<file path="src/rtl/hazard_pkg.sv">
// Shared types and constants for the pipeline hazard controller.
package hazard_pkg;

    localparam int REG_ADDR_W           = 5;
    localparam int DEFAULT_DRAIN_CYCLES = 3;

    typedef enum logic [2:0] {
        RUN      = 3'd0,
        MDU_REQ  = 3'd1,
        MDU_WAIT = 3'd2,
        DRAIN    = 3'd3,
        HALTED   = 3'd4
    } hz_state_t;

endpackage

</file>
<file path="src/rtl/load_use_detect.sv">
// Flags a load in EX whose destination is read by the instruction in ID.
module load_use_detect
    import hazard_pkg::*;
(
    input  logic [REG_ADDR_W-1:0] id_rs1,
    input  logic [REG_ADDR_W-1:0] id_rs2,
    input  logic                  id_use_rs1,
    input  logic                  id_use_rs2,
    input  logic [REG_ADDR_W-1:0] id_ex_rd,
    input  logic                  id_ex_mem_read,
    output logic                  hazard
);

    logic rs1_match;
    logic rs2_match;

    assign rs1_match = id_use_rs1 && (id_ex_rd == id_rs1);
    assign rs2_match = id_use_rs2 && (id_ex_rd == id_rs2);

    // x0 is hardwired zero, so a load targeting it never produces a dependency.
    assign hazard = id_ex_mem_read && (id_ex_rd != '0) && (rs1_match || rs2_match);

endmodule

</file>
<file path="src/rtl/pipeline_hazard_controller.sv">
// Stall/flush sequencer: load-use, MDU handshake, mispredict flush and ecall drain/halt.
module pipeline_hazard_controller
    import hazard_pkg::*;
#(
    parameter int DRAIN_CYCLES = DEFAULT_DRAIN_CYCLES,
    parameter int CNT_WIDTH    = 32
) (
    input  logic                  clk,
    input  logic                  reset_n,
    input  logic [REG_ADDR_W-1:0] id_rs1,
    input  logic [REG_ADDR_W-1:0] id_rs2,
    input  logic                  id_use_rs1,
    input  logic                  id_use_rs2,
    input  logic                  id_halt_req,
    input  logic [REG_ADDR_W-1:0] id_ex_rd,
    input  logic                  id_ex_mem_read,
    input  logic                  id_ex_is_mdu,
    input  logic                  ex_mispredict,
    input  logic                  mdu_ready,
    input  logic                  mdu_done,
    output logic                  pc_write,
    output logic                  if_id_write,
    output logic                  if_id_flush,
    output logic                  id_ex_bubble,
    output logic                  ex_hold,
    output logic                  mdu_req,
    output logic                  is_halted,
    output logic [CNT_WIDTH-1:0]  stall_count
);

    localparam int DRAIN_W = (DRAIN_CYCLES > 1) ? $clog2(DRAIN_CYCLES) : 1;
    localparam logic [DRAIN_W-1:0] DRAIN_LAST = DRAIN_W'(DRAIN_CYCLES - 1);

    hz_state_t            state_reg, state_next;
    logic [DRAIN_W-1:0]   drain_cnt_reg;
    logic [CNT_WIDTH-1:0] stall_count_reg;
    logic                 load_use;

    load_use_detect u_load_use_detect (
        .id_rs1         (id_rs1),
        .id_rs2         (id_rs2),
        .id_use_rs1     (id_use_rs1),
        .id_use_rs2     (id_use_rs2),
        .id_ex_rd       (id_ex_rd),
        .id_ex_mem_read (id_ex_mem_read),
        .hazard         (load_use)
    );

    always_ff @(posedge clk or negedge reset_n) begin
        if (!reset_n) begin
            state_reg       <= RUN;
            drain_cnt_reg   <= '0;
            stall_count_reg <= '0;
        end else begin
            state_reg <= state_next;
            if (state_reg == RUN)
                drain_cnt_reg <= '0;
            else if (state_reg == DRAIN)
                drain_cnt_reg <= drain_cnt_reg + 1'b1;
            // Saturating: a wrapped counter would misreport long stalls as short ones.
            if (!pc_write && (state_reg != HALTED) && (stall_count_reg != '1))
                stall_count_reg <= stall_count_reg + 1'b1;
        end
    end

    always_comb begin
        state_next = state_reg;
        case (state_reg)
            RUN: begin
                if (ex_mispredict)
                    state_next = RUN;
                else if (id_ex_is_mdu)
                    state_next = mdu_ready ? MDU_WAIT : MDU_REQ;
                else if (load_use)
                    state_next = RUN;
                else if (id_halt_req)
                    state_next = DRAIN;
            end
            MDU_REQ:  if (mdu_ready) state_next = MDU_WAIT;
            MDU_WAIT: if (mdu_done)  state_next = RUN;
            DRAIN:    if (drain_cnt_reg == DRAIN_LAST) state_next = HALTED;
            HALTED:   state_next = HALTED;
            default:  state_next = RUN;
        endcase
    end

    always_comb begin
        pc_write     = 1'b1;
        if_id_write  = 1'b1;
        if_id_flush  = 1'b0;
        id_ex_bubble = 1'b0;
        ex_hold      = 1'b0;
        mdu_req      = 1'b0;
        is_halted    = 1'b0;
        if (!reset_n) begin
            pc_write    = 1'b0;
            if_id_write = 1'b0;
        end else begin
            case (state_reg)
                RUN: begin
                    // The ID instruction is wrong-path under a mispredict, so its hazards are moot.
                    if (ex_mispredict) begin
                        if_id_flush  = 1'b1;
                        id_ex_bubble = 1'b1;
                    end else if (id_ex_is_mdu) begin
                        mdu_req     = 1'b1;
                        ex_hold     = 1'b1;
                        pc_write    = 1'b0;
                        if_id_write = 1'b0;
                    end else if (load_use) begin
                        pc_write     = 1'b0;
                        if_id_write  = 1'b0;
                        id_ex_bubble = 1'b1;
                    end else if (id_halt_req) begin
                        pc_write    = 1'b0;
                        if_id_write = 1'b0;
                    end
                end
                MDU_REQ: begin
                    mdu_req     = 1'b1;
                    ex_hold     = 1'b1;
                    pc_write    = 1'b0;
                    if_id_write = 1'b0;
                end
                MDU_WAIT: begin
                    if (!mdu_done) begin
                        ex_hold     = 1'b1;
                        pc_write    = 1'b0;
                        if_id_write = 1'b0;
                    end
                end
                DRAIN: begin
                    pc_write     = 1'b0;
                    if_id_write  = 1'b0;
                    id_ex_bubble = 1'b1;
                end
                HALTED: begin
                    is_halted    = 1'b1;
                    pc_write     = 1'b0;
                    if_id_write  = 1'b0;
                    id_ex_bubble = 1'b1;
                end
                default: begin
                    pc_write    = 1'b0;
                    if_id_write = 1'b0;
                end
            endcase
        end
    end

    assign stall_count = stall_count_reg;

endmodule

</file>
<file path="config.mk">
export PLATFORM = sky130hd
export DESIGN_NAME = pipeline_hazard_controller
export DESIGN_NICKNAME = d
export VERILOG_FILES = /design/src/rtl/hazard_pkg.sv /design/src/rtl/load_use_detect.sv /design/src/rtl/pipeline_hazard_controller.sv
export SDC_FILE = /design/constraint.sdc
export NUM_CORES = 1
export LEC_CHECK = 0
export BUFFER_PORTS_ARGS = -buffer_cell sky130_fd_sc_hd__buf_2
export CAP_MARGIN = 20
export CORE_MARGIN = 4
export CORE_UTILIZATION = 56
export DETAILED_ROUTE_END_ITERATION = 16
export GPL_TIMING_DRIVEN = 0
export PLACE_DENSITY_LB_ADDON = 0.15
export SYNTH_ARGS = -nofsm -noshare
export SYNTH_HDL_FRONTEND = slang
export SYNTH_SLANG_ARGS = --single-unit
</file>
<file path="constraint.sdc">
create_clock -name clk -period 5.29 [get_ports clk]
set_input_delay 0.529 -clock clk [delete_from_list [all_inputs] [get_ports clk]]
set_output_delay 0.529 -clock clk [all_outputs]
set_load 0.005 [all_outputs]
</file>
* Word level (Yosys, flattened, before mapping) *
Cells that the tools add are included.

cells by class
  reductions and logical operators = 13
  mux-type cells = 35
  add/sub/neg operators = 2
  equal/unequal tests = 13

operator list
  kind                                            number
  adder 32 x 1 -> 32 bit (second input constant)  1
  != test 32 bit (second input constant)          1
  2-to-1 mux 3 bit                                7
  2-to-1 mux 1 bit                                20
  case mux 3 bit (5 select lines)                 1
  == test 5 bit                                   2
  == test 3 x 2 -> 1 bit (second input constant)  2
  logical AND 1 bit                               6
  2-to-1 mux 2 bit                                3
  case mux 1 bit (2 select lines)                 3
  != test 5 bit (second input constant)           1
  nonzero test 5 bit                              1
  != test 2 bit (second input constant)           2
  AND reduction 4 bit                             1
  == test 3 x 1 -> 1 bit (second input constant)  1
  == test 3 bit (second input constant)           1
  logical NOT 3 bit                               1
  != test 3 bit (second input constant)           1
  case mux 1 bit (3 select lines)                 1
  adder 2 x 1 -> 2 bit (second input constant)    1
  == test 2 bit (second input constant)           1
  != test 2 x 1 -> 1 bit (second input constant)  1
  nonzero test 2 bit                              1
  OR reduction 2 bit                              1
  2 further kinds                                 2

storage, ports and cells
  word-level logic and storage cells = 66
  register bits = 37
  input bits = 25
  output and inout port bits = 39

* Logic depth before layout (Yosys ltp) *
Gate-level depths: netlist of run 1.

  depth after elaboration = 12
  gate-level depth with buffers = 8
  depth with buffers taken out = 7

* Cells and area by module *
From an unflattened synthesis of run 1, not the netlist that was laid out.

unflattened totals
  cell total of the unflattened synthesis = 206
  area total of the unflattened synthesis = 2168.3 um^2

modules (own cells, without submodules)
  module                      cells an instance  instances  area each (um^2)  sequential area each (um^2)
  pipeline_hazard_controller  189                1          2034.5            925.9
  load_use_detect             17                 1          133.9             0.0

* Least setup slack after synthesis of run 1 *
Ideal clock, no wire load.

  path kind = input -> output
  start = input id_ex_rd[1]
  end = output pc_write
  setup slack = 2662 ps
  data arrival time = 2099 ps
  path buffers = 2
  stages = 6
  data required time = 4761 ps
  cell sequence = or4_1 -> o21a_1 -> a2111oi_4 -> buf_6 -> or2_2 -> buf_4

between the ends
  longest elaborated chain between the ends = 9
  elaborated cells between the ends (all ways) = 13
  those cells by class = 2 x eq/ne; 5 x mux; 6 x reduce/logical

ends and longest elaborated chain
  element                                      line                                          RTL
  start, declared                              pipeline_hazard_controller.sv:15              input logic [REG_ADDR_W-1:0] id_ex_rd,
  == test 5 bit, on equally long branches      load_use_detect.sv:17, load_use_detect.sv:18
  logical AND 1 bit, on equally long branches  load_use_detect.sv:17, load_use_detect.sv:18
  logical OR 1 bit                             load_use_detect.sv:21                         assign hazard = id_ex_mem_read && (id_ex_rd != '0) && (rs1_match || rs2_match);
  logical AND 1 bit *                          load_use_detect.sv:21
  2-to-1 mux 1 bit * (3 in series)             -
  case mux 1 bit (2 select lines) *            -
  2-to-1 mux 1 bit *                           -
  end, declared                                pipeline_hazard_controller.sv:21              output logic pc_write,

Mark *: on every way between the ends. The rest lies on a longest branch, timed or not.

* Worst setup path in the final report of run 1 *
  start = input reset_n
  end = output pc_write

between the ends
  longest elaborated chain between the ends = 1

ends and longest elaborated chain
  element           line                              RTL
  start, declared   pipeline_hazard_controller.sv:9   input logic reset_n,
  2-to-1 mux 1 bit  pipeline_hazard_controller.sv:95  if (!reset_n) begin

No other way between the ends.

==> results.cfg, run 1 <==
[critical_path]
critPathLaunchType = input port
cp.required_ns = 4.76
r2r_start = stall_count[0]
r2r_slack_ns = 2.55
crit_type = in2out
critPathCaptureType = primary output
crit_arrival_ns = 2.83
slowest_stage = buf_2
critPathMaxFanout = 40
crit-reg2reg-capture = stall_count[23]
crit_path_max_incr_delay_ns = 0.65
crit_chain = buf_2 > nand2b_1 > nand2b_1 > a2111oi_4 > buf_6 > or2_2 > buf_4 > buf_2
r2r_cells = 8

[timing]
rsz0062_at_grt = no
finalSetupViolCount = 0
hold_slack_ns = 0.348
worstMarginPinSlew_ns = 0.858
skew_ns = 0.00727
fmax_ghz = 0.298
min_period_ns = 3.36
maxSlewHeadroom = 0.428
slew_violations = 0
tns_ns = 0
hold_viol = 0
timing.final.crit_share = 0.635

[synthesis]
syn_nets = 254
async_flop_share = 1.00
synth_ff_type = dfrtp_1
ys_types = 39
synth_edf_count = 0
syn_area_um2 = 2170
yosysSeqAreaShare = 0.427
syn_area_per_cell_um2 = 9.54
synth_cells = 227
yosys_warnings = 0
ys_seq_elements = 37

[floorplanning]
die_area_um2 = 4930
start_util = 0.587
die_height_um = 70.2
core_um2 = 3690
die_w_um = 70.2
rows = 22
ioPinCount = 64

[worst_hold_path]
min_path_type = in2async

[global_route]
grt_max_degree = 41
track_usage = 0.214
antenna_found_initial = 0
grt_pass1_wl_um = 8600
grt-ovfl-total = 0
grt_pass1_vias = 1910

[drt]
final_antenna_net_count = 0
drt-pass1-iter-count = 4
wire_per_inst_um = 14.9
via_per_inst = 5.75
drcViolationCount = 0
drt_iter0_markers = 90
via_count = 1988
wirelength_um = 5170

[placement]
gp_congestion = 0.828
port_buffers = 63
hpwl_um = 3850

[run]
drv_cap = 0

[layout]
layout.nets = 324
largest_reg_flops = 32
drive_above_1_share = 0.282
diodes = 0
area_growth_pct = 21.1

[cts]
postCtsHoldBufs = 0
htreeDepth = 2
post_cts_buffers = 0
cts_tree = built
cts_buffers = 5
cts.sink_count = 37
cts-root-buf = clkbuf_8
insertion_delay_ns = 0.29
cts_resized = 0
cts_buffer_depth = 2
cts.clk_slew.worst_paths_ns = 0.08

[power_and_ir_drop]
p_per_area_nw_per_um2 = 319
irDropWorstVdd_uv = 262
p_leak_nw = 1.37

[outcome]
outcome = complete, no violations
==> Yosys cell counts, types with 2 or more instances <==
cell,n,area share
nand3_1,14,0.032
o22ai_1,4,0.012
nor4_1,9,0.026
a21oi_1,3,0.0069
a22oi_1,2,0.0069
or3_1,3,0.0087
nand4_1,12,0.035
nor3b_1,2,0.0069
nand2_1,23,0.040
inv_1,4,0.0069
a22o_1,2,0.0081
clkbuf_1,2,0.0035
nor4b_1,3,0.012
nor2b_1,4,0.012
xor2_1,30,0.12
dfrtp_1,37,0.43
or2_2,3,0.0087
nor2_1,13,0.023
xnor2_1,11,0.044
ha_1,2,0.012
nor3_1,20,0.046
nand2b_1,3,0.0087
mux2i_1,3,0.014
buf_6,3,0.016
==> where the power goes <==
part / total [W] / internal, W / switching (W) / leakage (nW)
Combinational: 0.000281 / 0.000132 / 0.000150 / 0.830
Clock: 0.000189 / 0.0000912 / 0.0000974 / 0.0450
Sequential: 0.000367 / 0.000323 / 0.0000434 / 0.497
Total: 0.000837 / 0.000546 / 0.000290 / 1.37
==> cell families after synthesis <==
family | Yosys count | share of synthesized area
AND/OR/NAND/NOR | 115 | 0.280
XOR/XNOR | 41 | 0.166
flip-flops | 37 | 0.427
AO/OA/AOI/OAI | 15 | 0.0560
buffers and inverters | 12 | 0.0335
multiplexers | 5 | 0.0260
adder cells (fa/ha/maj) | 2 | 0.0116
==> area by class of cell <==
class	instances	area, um^2
Buffer	8	57.6
Clock buffer	6	72.6
Clock inverter	2	10.0
Fill cell	305	1060
Inverter	4	15.0
Multi-Input combinational cell	178	1170
Sequential cell	37	926
Tap cell	48	60.1
Timing Repair Buffer	63	315
==> cells in the final DEF, fill, tap and decap left out, drive strengths merged, types with 4 or more instances in the layout <==
master   n
nor2b    4
clkbuf   8
or3      4
nor4    10
nand4   12
dfrtp   37
xor2    30
o22ai    4
nor2    14
nand3   14
nand2   23
buf     69
inv      4
nor3    20
xnor2   11
==> stage by stage <==
| stage | power [W] | util | cell area (um^2) | std cells | setup WS, ns |
|---|---|---|---|---|---|
| global placement | 0.000642 | 0.689 | 2540 | 338 | 1.87 |
| global route | 0.000890 | 0.711 | 2620 | 346 | 1.63 |
| detailed placement | 0.000653 | 0.689 | 2540 | 338 | 1.88 |
| floorplan | 0.000553 | - | 2170 | 227 | 2.66 |
| CTS | 0.000842 | 0.711 | 2620 | 346 | 1.87 |
| finish | 0.000837 | 0.711 | 2620 | 346 | 1.93 |
==> how the worst max path moves through the flow <==
stage / startpoint / endpoint / slack [ns] / depth (start not counted)
after CTS: reset_n / pc_write / 1.87 / 8
after global placement: reset_n / pc_write / 1.87 / 8
final: reset_n / pc_write / 1.93 / 8
after floorplan: id_ex_rd[1] / pc_write / 2.66 / 6
after global routing: reset_n / pc_write / 1.63 / 8
after detailed placement: reset_n / pc_write / 1.88 / 8
==> critical path, delay by kind of cell <==
| family | cells | cell delay [ns] |
|---|---|---|
| and+or+nand+nor | 3 | 0.65 |
| buffers and inverters | 4 | 1.06 |
| AOI/OAI and AO/OA | 1 | 0.57 |
==> metal layers <==
layer / part of all wire / up-vias / track usage
met5: 0 / - / 0
met4: 0.028 / 0 / 0.100
met3: 0.067 / 18 / 0.0489
met2: 0.48 / 72 / 0.343
met1: 0.42 / 952 / 0.272
li1: - / 946 / -
Power figures use the tool's default switching activity.
==> run 2: changes to the inputs <==
ABC_AREA = 1   (was default)
CORE_UTILIZATION = 54   (was 56)
clock period = 3.3 ns   (was 5.29 ns; I/O delays follow)
==> run 2 against run 1 <==
Via count rose by 43%. Routed wire length rose by 39%. Setup slack got worse by 0.91 ns. Synthesized cell count rose by 78%. Utilization fell by 4.3 points. Clock power rose by 65%. Clock-buffer cell count did not move. Sequential power rose by 61%. Total power rose by 81%. Clock skew fell by 0.0024 ns. Critical path depth rose by 9.
==> results.cfg, run 2 <==
[outcome]
outcome = complete, no violations

[cts]
cts_resized = 0
post_cts_buffers = 0
htreeDepth = 2
cts_buffer_depth = 2
cts.clk_slew.worst_paths_ns = 0.07
insertion_delay_ns = 0.29
postCtsHoldBufs = 0
cts_buffers = 5
cts_tree = built
cts.sink_count = 37
cts-root-buf = clkbuf_8

[layout]
drive_above_1_share = 0.185
area_growth_pct = 17.7
design_area_um2 = 3200
layout.nets = 501
diodes = 0
largest_reg_flops = 32
final_cell_mix = 142 x nand2_1, 69 x buf_2, 47 x nor2_1
nFillCells = 458
final_common_cell = nand2_1

[drt]
final_antenna_net_count = 0
wire_per_inst_um = 13.2
wirelength_um = 7170
wl_met3_um = 416
drcViolationCount = 0
drt_iter0_markers = 188
drt-pass1-iter-count = 5
wl_met2_um = 3320
highest_layer = met4
via_count = 2848
wl_met1_um = 3370
via_per_inst = 5.25

[floorplanning]
core_um2 = 4790
rows = 25
die_area_um2 = 6230
die_w_um = 78.9
die_height_um = 78.9
ioPinCount = 64
start_util = 0.568

[global_route]
grt_pass1_vias = 2595
grt-ovfl-total = 0
grt_pass1_wl_um = 12200
track_usage = 0.245
antenna_found_initial = 0
grt_max_degree = 40

[power_and_ir_drop]
p_per_area_nw_per_um2 = 474
clkPwrFrac = 0.205
pwr-share-seq = 0.390
pwr-share-comb = 0.405
p_int_w = 0.000894
irDropWorstVdd_uv = 259
p_leak_nw = 1.77
swShare = 0.410
p_sw_w = 0.000622

[timing]
hold_viol = 0
skew_ns = 0.00484
timing.final.crit_share = 0.689
min_period_ns = 2.28
slew_violations = 0
worstMarginPinSlew_ns = 0.843
rsz0062_at_grt = no
finalSetupViolCount = 0
tns_ns = 0
maxSlewHeadroom = 0.438
fmax_ghz = 0.440

[critical_path]
path_buf_inv = 6
critPathTopFamily = simple AND/OR/NAND/NOR gates
crit_path_max_incr_delay_ns = 0.26
crit_type = in2out
r2r_slack_ns = 1.16
slowest_stage = buf_2
critPathCaptureType = primary output
crit_chain = buf_2 > inv_1 > nand2_1 > nand2_1 > nor2_1 > nand3_1 > nand2_1 > nand2_1 > nand2_1 > nand2_1 > nand2_1 > nand2_1 > nand2_2 > buf_2 > inv_1 > buf_4 > buf_2
critPathMaxFanout = 10
cp.required_ns = 2.97
critPathLaunchType = input port
crit_top_cell = nand2_1
crit_arrival_ns = 1.95

[synthesis]
synth_area_leaders = dfrtp_1 34%, nand2_1 20%, nand4_1 10%
yosysSeqAreaShare = 0.341
ys_seq_elements = 37
synth_common_cells = 142 x nand2_1, 47 x nor2_1, 44 x nand4_1
synth_cells = 404
synth_ff_type = dfrtp_1
yosys_warnings = 0
async_flop_share = 1.00
syn_nets = 431
syn_area_per_cell_um2 = 6.73
synth.most_common_cell = nand2_1
yosys.area.top_type = dfrtp_1
synth_top_area_share = 0.341
ys_types = 27
synth_edf_count = 0
syn_area_um2 = 2720

[placement]
hpwl_um = 5640
port_buffers = 63
gp_congestion = 0.942
dpl_cell_area_um2 = 3120

[run]
drv_cap = 0

[worst_hold_path]
min_path_type = in2async
-- run 2: changes by cell type after synthesis, moves of 6 or more --
cell	before	now
nor2_1	13	47
nand4_1	12	44
xor2_1	30	16
inv_1	4	37
nor3_1	20	13
o21ai_0	1	7
nand2_1	23	142
-- run 2: path summary, 6_finish.rpt --
path	to	cells past startpoint	from
worst min register to register	drain_cnt_reg[0]	1	drain_cnt_reg[0]
max in group asynchronous	stall_count[16]	1	reset_n
worst max register to register	stall_count[14]	11	stall_count[0]
worst max-delay path	pc_write	17	id_ex_rd[3]
worst min-delay path	state_reg[0]	1	reset_n
min in group clk	state_reg[0]	4	mdu_ready
-- run 2: area by class of cell --
| class | count | area, um^2 | area share |
|---|---|---|---|
| timing repair buffer | 63 | 315 | 0.0986 |
| clock buffer | 6 | 72.6 | 0.0227 |
| tap | 67 | 83.8 | 0.0262 |
| inverter | 39 | 146 | 0.0458 |
| buffer | 13 | 82.6 | 0.0258 |
| clock inverter | 2 | 10.0 | 0.00313 |
| multi-input combinational | 315 | 1560 | 0.488 |
| sequential | 37 | 926 | 0.289 |
-- run 2: cells by family (layout without fill, tap and decap cells) --
family / after synthesis / after routing / synth area share
AOI/OAI and AO/OA: 13 / 13 / 0.0272
and+or+nand+nor: 271 / 271 / 0.445
buffers and inverters: 52 / 123 / 0.0843
xor gates and xnor gates: 29 / 29 / 0.0935
adders and majority gates: 2 / 2 / 0.00921
DFF: 37 / 37 / 0.341
-- run 2: power by group through the flow --
stage | clock network (W) | registers [W] | logic [W]
6_report | 0.000311 | 0.000591 | 0.000614
5_1_grt | 0.000339 | 0.000601 | 0.000690
4_1_cts | 0.000314 | 0.000590 | 0.000616
3_5_place_dp | 0 | 0.000598 | 0.000615
3_3_place_gp | 0 | 0.000597 | 0.000599
2_1_floorplan | 0 | 0.000587 | 0.000428
-- run 2: metrics by stage --
| stage | util | setup WS (ns) | hold WS, ns | power [W] | std cells |
|---|---|---|---|---|---|
| after floorplan | - | 1.53 | 0.0344 | 0.00101 | 404 |
| after global placement | 0.651 | 1.07 | 0.472 | 0.00120 | 534 |
| after detailed placement | 0.651 | 1.03 | 0.486 | 0.00121 | 534 |
| after CTS | 0.668 | 1.03 | 0.174 | 0.00152 | 542 |
| after global routing | 0.668 | 0.826 | 0.215 | 0.00163 | 542 |
| final | 0.668 | 1.02 | 0.140 | 0.00152 | 542 |
-- run 2: layer usage --
layer | vias up | GRT usage
met5 | - | 0
li1 | 1461 | -
met2 | 91 | 0.396
met4 | 0 | 0.0619
met1 | 1289 | 0.348
met3 | 7 | 0.0317
==> run 3: changes to the inputs <==
clock period = 2.1 ns   (was 3.3 ns; I/O delays follow)
==> run 3 against run 2 <==
Total power grew 64%. Final cell count grew 0.74%. Non-clock buffer count grew 4. Worst hold slack lost 0.12 ns.
==> results.cfg, run 3 (synthesis results as in run 2) <==
[critical_path]
critPathCapture = stall_count[16]
path_depth = 12
r2r_cells = 12
cp.required_ns = 2.33
critPathLaunchType = flop
crit-reg2reg-capture = stall_count[16]
crit_chain = ha_4 > nand3_4 > inv_2 > nand2_2 > nor2_1 > nand4_1 > nor2_1 > nand3_2 > nand3_2 > buf_6 > nand2_1 > nand2_1
r2r_slack_ns = 0.07
crit_path_max_incr_delay_ns = 0.44
r2r_start = stall_count[1]
critPathCaptureType = flop
critPathTopFamily = simple AND/OR/NAND/NOR gates
crit_type = reg2reg
path_buf_inv = 2
crit_start = stall_count[1]
crit_arrival_ns = 2.26
critPathMaxFanout = 10
slowest_stage = dfrtp_1

[global_route]
grt_pass1_wl_um = 12300
antenna_found_initial = 0
grt_max_degree = 40
grt_pass1_vias = 2598
grt-ovfl-total = 0
track_usage = 0.245

[floorplanning]
rows = 25
die_w_um = 78.9
die_height_um = 78.9
core_um2 = 4790
start_util = 0.568
die_area_um2 = 6230
ioPinCount = 64

[drt]
wire_per_inst_um = 13.4
final_antenna_net_count = 0
drcViolationCount = 0
drt_iter0_markers = 187
via_per_inst = 5.27
wirelength_um = 7340
drt-pass1-iter-count = 5
via_count = 2876

[outcome]
outcome = complete, no violations

[timing]
slew_violations = 0
maxSlewHeadroom = 0.433
hold_viol = 0
worstMarginPinSlew_ns = 0.851
fmax_ghz = 0.492
skew_ns = 0.00305
finalSetupViolCount = 0
setup_ws_ns = 0.0676
min_period_ns = 2.03
rsz0062_at_grt = yes
timing.final.crit_share = 0.968

[placement]
hpwl_um = 5640
port_buffers = 63
dp_slack_ns = -0.0179
gp_congestion = 0.942
dpl_cell_area_um2 = 3120

[cts]
cts.sink_count = 37
cts_buffer_depth = 2
insertion_delay_ns = 0.29
postCtsHoldBufs = 0
cts-root-buf = clkbuf_8
htreeDepth = 2
cts_buffers = 5
cts.clk_slew.worst_paths_ns = 0.07
cts_tree = built

[layout]
area_growth_pct = 20.2
final_cell_mix = 141 x nand2_1, 65 x buf_2, 45 x nor2_1
layout.nets = 505
largest_reg_flops = 32
drive_above_1_share = 0.209
final_common_cell = nand2_1
diodes = 0
design_area_um2 = 3270

[power_and_ir_drop]
p_leak_nw = 1.79
p_per_area_nw_per_um2 = 762
irDropWorstVdd_uv = 404

[run]
drv_cap = 0

[worst_hold_path]
min_path_type = in2async
[run 3: changes by cell type in the layout (fill, tap and decap cells not counted), moves of 2 or more]
cell     delta
nor2_1      -2
nor2_2      +2
buf_4       +7
buf_2       -4
dfrtp_2     +3
dfrtp_1     -3
[run 3: power breakdown]
part	internal [W]	switching (W)	total (W)
Combinational	0.000433	0.000623	0.00106
Sequential	0.000808	0.000135	0.000943
Clock	0.000230	0.000261	0.000491
[run 3: routing by layer]
metal | global-route usage | share of wire | vias to the layer above
met5 | 0 | 0 | -
met4 | 0.0619 | 0.010 | 0
met3 | 0.0317 | 0.060 | 11
met2 | 0.396 | 0.47 | 105
met1 | 0.349 | 0.46 | 1286
li1 | - | - | 1474
[run 3: area by class of cell]
type / instances / area, um^2
Inverter: 39 / 146
Multi-Input combinational cell: 315 / 1580
Buffer: 13 / 96.3
Tap cell: 67 / 83.8
Clock buffer: 6 / 72.6
Fill cell: 447 / 1520
Clock inverter: 2 / 10.0
Sequential cell: 37 / 930
Timing Repair Buffer: 67 / 345
[run 3: what timing repair did]
| item | CTS | global route |
|---|---|---|
| endpoints found under the setup margin | 27 | 37 |
| pin swaps | 0 | 0 |
| setup buffers | 0 | 4 |
| gates resized for setup | 2 | 15 |
[run 3: through the flow]
step	total power [W]	utilization	setup TNS [ns]	cells	hold WS [ns]
CTS	0.00240	0.670	0	542	0.0541
global route	0.00267	0.683	-1.86	546	0.0915
finish	0.00249	0.683	0	546	0.0222
detailed placement	0.00191	0.651	-0.0700	534	0.366
floorplan	0.00159	-	0	404	-0.0856
global placement	0.00188	0.651	0	534	0.352
[run 3: worst min path at each step]
stage                 start                to  slack, ns  cells past startpoint
floorplan           reset_n  drain_cnt_reg[0]      -0.09                      0
global placement    reset_n      state_reg[0]       0.35                      1
detailed placement  reset_n      state_reg[0]       0.37                      1
CTS                 reset_n      state_reg[0]       0.05                      1
global route        reset_n      state_reg[0]       0.09                      1
finish              reset_n      state_reg[0]       0.02                      1
